`config.mk`:
```
export PLATFORM = sky130hd
export DESIGN_NAME = toggle_event_rx
export DESIGN_NICKNAME = d
export VERILOG_FILES = /design/src/rtl/toggle_event_rx.sv
export SDC_FILE = /design/constraint.sdc
export NUM_CORES = 1
export LEC_CHECK = 0
export CELL_PAD_IN_SITES_DETAIL_PLACEMENT = 0
export CELL_PAD_IN_SITES_GLOBAL_PLACEMENT = 1
export CORE_MARGIN = 4
export CORE_UTILIZATION = 39
export DETAILED_ROUTE_END_ITERATION = 8
export GPL_TIMING_DRIVEN = 1
export PLACE_DENSITY_LB_ADDON = 0.12
export SETUP_SLACK_MARGIN = 0.3
export SYNTH_ARGS = -nofsm -noshare
export SYNTH_HDL_FRONTEND = slang
export SYNTH_SLANG_ARGS = --single-unit
```
`constraint.sdc`:
```
create_clock -name aclk -period 2.63 [get_ports aclk]
set_input_delay 0.263 -clock aclk [delete_from_list [all_inputs] [get_ports aclk]]
set_output_delay 0.263 -clock aclk [all_outputs]
set_load 0.02 [all_outputs]
```
`src/rtl/toggle_event_rx.sv`:
```
// Destination-domain receiver for a toggle-encoded event line: synchronizes the
// toggle, turns each level change into a pulse and buffers events as a valid/ready stream.
module toggle_event_rx #(
  parameter int unsigned SYNC_STAGES = 2,
  parameter int unsigned CNT_W       = 4
) (
  input  logic             aclk,
  input  logic             arstn,
  input  logic             toggle_i,
  output logic             pulse_o,
  output logic             event_valid_o,
  input  logic             event_ready_i,
  output logic [CNT_W-1:0] pending_o,
  output logic             overflow_o,
  input  logic             overflow_clr_i,
  output logic             init_done_o
);

  localparam int unsigned INIT_W = $clog2(SYNC_STAGES + 1);
  localparam logic [INIT_W-1:0] INIT_LAST = INIT_W'(SYNC_STAGES);
  localparam logic [CNT_W-1:0]  CNT_MAX   = '1;

  typedef enum logic {
    ST_INIT,
    ST_RUN
  } state_t;

  state_t                 state;
  logic [SYNC_STAGES-1:0] sync_q;
  logic                   hist_q;
  logic [INIT_W-1:0]      init_cnt;

  logic                   sync_last;
  logic                   tog_edge;
  logic                   inc;
  logic                   dec;
  logic                   ovf_set;
  logic [CNT_W-1:0]       cnt_nxt;

  assign sync_last = sync_q[SYNC_STAGES-1];
  assign tog_edge  = sync_last ^ hist_q;

  // Synchronizer chain and edge-detect history run in every state.
  always_ff @(posedge aclk) begin
    if (!arstn) begin
      sync_q <= '0;
      hist_q <= 1'b0;
    end else begin
      sync_q <= {sync_q[SYNC_STAGES-2:0], toggle_i};
      hist_q <= sync_last;
    end
  end

  // INIT absorbs edges while the chain fills with valid samples.
  always_ff @(posedge aclk) begin
    if (!arstn) begin
      state       <= ST_INIT;
      init_cnt    <= '0;
      init_done_o <= 1'b0;
      pulse_o     <= 1'b0;
    end else begin
      case (state)
        ST_INIT: begin
          pulse_o <= 1'b0;
          if (init_cnt == INIT_LAST) begin
            state       <= ST_RUN;
            init_done_o <= 1'b1;
          end else begin
            init_cnt <= init_cnt + INIT_W'(1);
          end
        end
        ST_RUN: begin
          pulse_o <= tog_edge;
        end
        default: begin
          state   <= ST_INIT;
          pulse_o <= 1'b0;
        end
      endcase
    end
  end

  // Saturating pending-count update; a simultaneous accept cancels an arrival.
  always_comb begin
    inc     = pulse_o;
    dec     = event_valid_o & event_ready_i;
    cnt_nxt = pending_o;
    ovf_set = 1'b0;
    if (inc && !dec) begin
      if (pending_o == CNT_MAX) begin
        ovf_set = 1'b1;
      end else begin
        cnt_nxt = pending_o + CNT_W'(1);
      end
    end else if (!inc && dec) begin
      cnt_nxt = pending_o - CNT_W'(1);
    end
  end

  always_ff @(posedge aclk) begin
    if (!arstn) begin
      pending_o     <= '0;
      event_valid_o <= 1'b0;
      overflow_o    <= 1'b0;
    end else begin
      pending_o     <= cnt_nxt;
      event_valid_o <= (cnt_nxt != '0);
      if (ovf_set) begin
        overflow_o <= 1'b1;
      end else if (overflow_clr_i) begin
        overflow_o <= 1'b0;
      end
    end
  end

endmodule

```
Word-level counts from Yosys, hierarchy flattened

Index checks and enable logic that the tools add are counted.

Memories kept: 0
Register bits after elaboration: 14
Output and inout port bits: 8
Memory bits (writable): 0
Bits of input ports: 5
Latch bits: 0
Bits in read-only memories: 0
Logic and storage cells: 36

Shift operators: 0
Bitwise gates (word level): 4
Magnitude comparators: 0
Reductions and logical operators: 8
$add $sub $neg: 3
Equal/unequal tests: 2
Multiplexer cells: 10
Divide/modulo/power cells: 0
Multipliers: 0

Operators by type and width:

| kind                  | number |
|---|---|
| $mux W4               | 3 |
| $mux W1               | 6 |
| $add A4 B1 Y4 const B | 1 |
| $eq A4 B4 Y1 const B  | 1 |
| $reduce_and A2 Y1     | 2 |
| $reduce_bool A4 Y1    | 1 |
| $sub A4 B1 Y4 const B | 1 |
| $add A2 B1 Y2 const B | 1 |
| $eq A2 B2 Y1 const B  | 1 |
| $logic_and A1 B1 Y1   | 2 |
| $logic_not A1 Y1      | 2 |
| $not A1 Y1            | 2 |
| $pmux W1 S2           | 1 |
| $reduce_bool A2 Y1    | 1 |
| $and A1 B1 Y1         | 1 |
| $xor A1 B1 Y1         | 1 |

Depth between registers and ports, before layout

Depth in word-level cells: 5
Mapped depth: 5

Worst setup path before layout

Ideal clock, no wire load.

Path type: reg-to-reg
Start point: register pending_o[0]
End point: register event_valid_o
Clock period less this slack: 1,630 ps
Path slack: 1,000 ps
Arrival: 1,505 ps
Required time: 2,505 ps
Stages on the path, launching flop included: 6
Cell sequence: dfxtp_1 -> ha_1 -> nand3_1 -> a21oi_1 -> xnor2_1 -> o41a_1

Word-level cells in the longest chain between the ends: 4

Ends and longest elaborated chain:

| what                                  | RTL line | text |
|---|---|---|
| start, declared                       | 13       | `output logic [CNT_W-1:0] pending_o,` |
| start signal, assigned                | 106      | `pending_o <= cnt_nxt;` |
| $sub A4 B1 Y4 (tied with other cells) | 96       | `cnt_nxt = pending_o - CNT_W'(1);` |
| $mux W4, on equally long branches     | 95, 90   |  |
| $mux W4 (*)                           | 89       | `if (inc && !dec) begin` |
| $reduce_bool A4 Y1 (*)                | 107      | `event_valid_o <= (cnt_nxt != '0);` |
| end signal, assigned                  | 107      |  |
| end, declared                         | 11       | `output logic event_valid_o,` |

Every way passes the cells marked *; elsewhere a longest branch is shown, timed or not.
A chain may end at the register's enable or synchronous reset.

Worst setup path after layout

Ends and elaborated chain as after synthesis.

==> out/summary.txt <==
crit end category = flop
Initial Util = 0.415
post-route ant nets = 0
core area = 0.00151 mm²
Crit path max-delay family = compound AO/OA/AOI/OAI gates
Syn Nets = 70
Site Rows = 14
Yosys reg bits = 14
CTS tree = done
IO Pins = 13
pre-CTS setup slack = 0.771 ns
CP Data Arrival Time = 1.82 ns
vias per cell = 5.22
number of global-route vias before repair = 414
port bufs = 12
Setup violations, final = 0
Max Cap Viol = 0
Die Width = 48.1 µm
Layout fillers = 152
critical path's slowest cell = dfxtp_1
Pwr Total = 0.800 mW
DPL Wire Length = 794 µm
Sw Ratio = 0.340
area of the multi-input gates = 323 µm²
die height = 48.1 µm
via count = 485
Worst Path Max Fanout = 6
CTS Buf Count = 3
Layout area overhead = 27.0%
Hold Slack = 0.437 ns
CTS sink count = 14
Buf/Inv on CP = 0
register area = 280 µm²
combinational power share = 0.425
flop2flop setup slack = 0.97 ns
Data required, critical path = 2.79 ns
Hold Fails Final Rpt = 0
worst path cell trace = ha_1, nand3_1, a21oi_1, xnor2_1, o41a_1
final period demand of the worst path = 1.66 ns
Mapped Area = 626 µm²
power per cell area = 1010 mW/mm²
CTS root buf = clkbuf_4
post-synth cell types = 31
VDD IR max = 513 µV
DRC viols = 0
final max-slew violation count = 0
post-synthesis sequential area ratio = 0.448
gpl congestion = 0.803
grt total ovfl = 0
Switching Power = 0.272 mW
Post-Route WL = 1030 µm
synth warn = 0
Worst-Skew Late Latency = 0.27 ns
Post-CTS Setup Bufs = 0
first-pass GRT wire length = 1730 µm
Die ar. = 0.00231 mm²
sequential power share = 0.393
Final Cycle Share = 0.633
Mapped Avg Cell Area = 10.1 µm²
largest net degree at the start of global routing = 15
RSZ-0062 raised after global routing = no
share of layout cells above drive strength 1 = 0.0779
WS Path Type = flop to flop
First DRT Iteration DRCs = 7
Rel. slew slack = 0.763
setup_tns = 0 ns
overall global routing resource usage = 0.110
Pre-Repair DR Iteration Count = 4
Fmax achieved = 601 MHz
CP startpoint kind = flop
status = completed
Worst Clk Skew = 0.00276 ns
nets = 86
H-tree depth = 1
Leakage = 0.334 nW
# resized after CTS = 0
Clock Tree Buf Depth = 2
initial antenna violation count = 0
total internal power = 0.528 mW
Diodes inserted = 0
min-delay worst type = flop to flop
Post-Syn Instances = 62
Least-Margin Pin Slew = 0.354 ns
Max stage delay on crit path = 0.43 ns
Worst-path clk slew = 0.08 ns
WL/cell = 11.1 µm
Clk pwr share = 0.183
Hold-fix buffers, CTS = 0
PnR worst setup slack = 0.966 ns
==> registers in the layout, indices dropped and copies added (netlist names) <==
name	cells
pending_o	4
init_cnt	2
sync_q	2
event_valid_o	1
hist_q	1
init_done_o	1
overflow_o	1
pulse_o	1
state	1
==> area by class of cell <==
cell class | instances | share of cell area
sequential | 14 | 0.353
multi-input combinational | 43 | 0.406
inverter | 4 | 0.0189
clock buffer | 4 | 0.0457
tap | 16 | 0.0252
timing repair buffer | 12 | 0.151
==> cells in the mapped netlist <==
library cell	count	area, µm²
a21boi_1	1	7.51
nand2b_1	1	6.26
a31oi_1	1	6.26
xor2_1	1	8.76
a21boi_4	1	18.8
a2bb2oi_1	1	8.76
buf_4	1	7.51
o41a_1	1	11.3
nand4_1	1	6.26
nor2b_1	2	12.5
and3b_1	1	8.76
or4_1	1	7.51
o21a_1	1	7.51
inv_1	4	15.0
ha_1	3	37.5
a32o_1	1	10.0
and3_1	1	6.26
dfxtp_1	14	280
a21o_1	1	7.51
o21ai_0	1	5.00
xnor2_1	2	17.5
nand2_1	3	11.3
mux2i_1	1	10.0
a21oi_1	2	10.0
nor2_1	2	7.51
a221oi_1	1	8.76
nand3_1	1	5.00
and3_2	1	7.51
a32oi_1	1	8.76
o211a_1	1	10.0
and2_1	8	50.1
==> worst register-to-register path, delay by kind of cell, from the launching register on <==
family	cells	cell delay [ns]
AOI/OAI and AO/OA	2	0.59
adders and majority gates	1	0.28
and+or+nand+nor	1	0.15
xor gates and xnor gates	1	0.11
DFF	1	0.43
==> metal layers <==
metal | vias to the layer above | part of all wire | GRT usage
met5 | - | 0 | 0
met1 | 224 | 0.43 | 0.139
met2 | 11 | 0.50 | 0.156
li1 | 248 | - | -
met3 | 2 | 0.060 | 0.0338
met4 | 0 | 0.016 | 0.0806
==> per-stage QoR <==
step / cell area, µm² / instances / utilization
after floorplan: 626 / 62 / -
after detailed placement: 758 / 89 / 0.503
final: 795 / 93 / 0.527
after global placement: 758 / 89 / 0.503
after global routing: 795 / 93 / 0.527
after CTS: 795 / 93 / 0.527
==> power by group through the flow <==
stage / clock, mW / combinational, mW / sequential (mW)
after floorplan: 0 / 0.197 / 0.354
after global placement: 0 / 0.342 / 0.320
after detailed placement: 0 / 0.345 / 0.320
after CTS: 0.154 / 0.346 / 0.315
after global routing: 0.170 / 0.380 / 0.327
final: 0.146 / 0.340 / 0.314
==> cells in the final DEF, fill, tap and decap left out, drive strengths merged, types with 2 or more instances in the layout <==
cell and instances:
nor2b 2, clkbuf 4, xnor2 2, nor2 2, and2 8, a21oi 2, inv 4, and3 2
dfxtp 14, clkdlybuf4s50 12, ha 3, nand2 3, a21boi 2
==> cells by family after synthesis <==
kind of cell	after synthesis	share of synthesized area
compound gates	14	0.192
xor+xnor	3	0.0420
fa+ha+maj	3	0.0600
buf+inv	5	0.0360
flops	14	0.448
mux	1	0.0160
simple gates	22	0.206
==> worst paths after layout <==
check / startpoint / endpoint / cells after the start
hold reg to reg: sync_q[0] / sync_q[1] / 1
hold / removal: sync_q[0] / sync_q[1] / 1
setup reg to reg: pending_o[0] / event_valid_o / 5
setup / recovery: pending_o[0] / event_valid_o / 5
(Power assumes the default switching activity.)
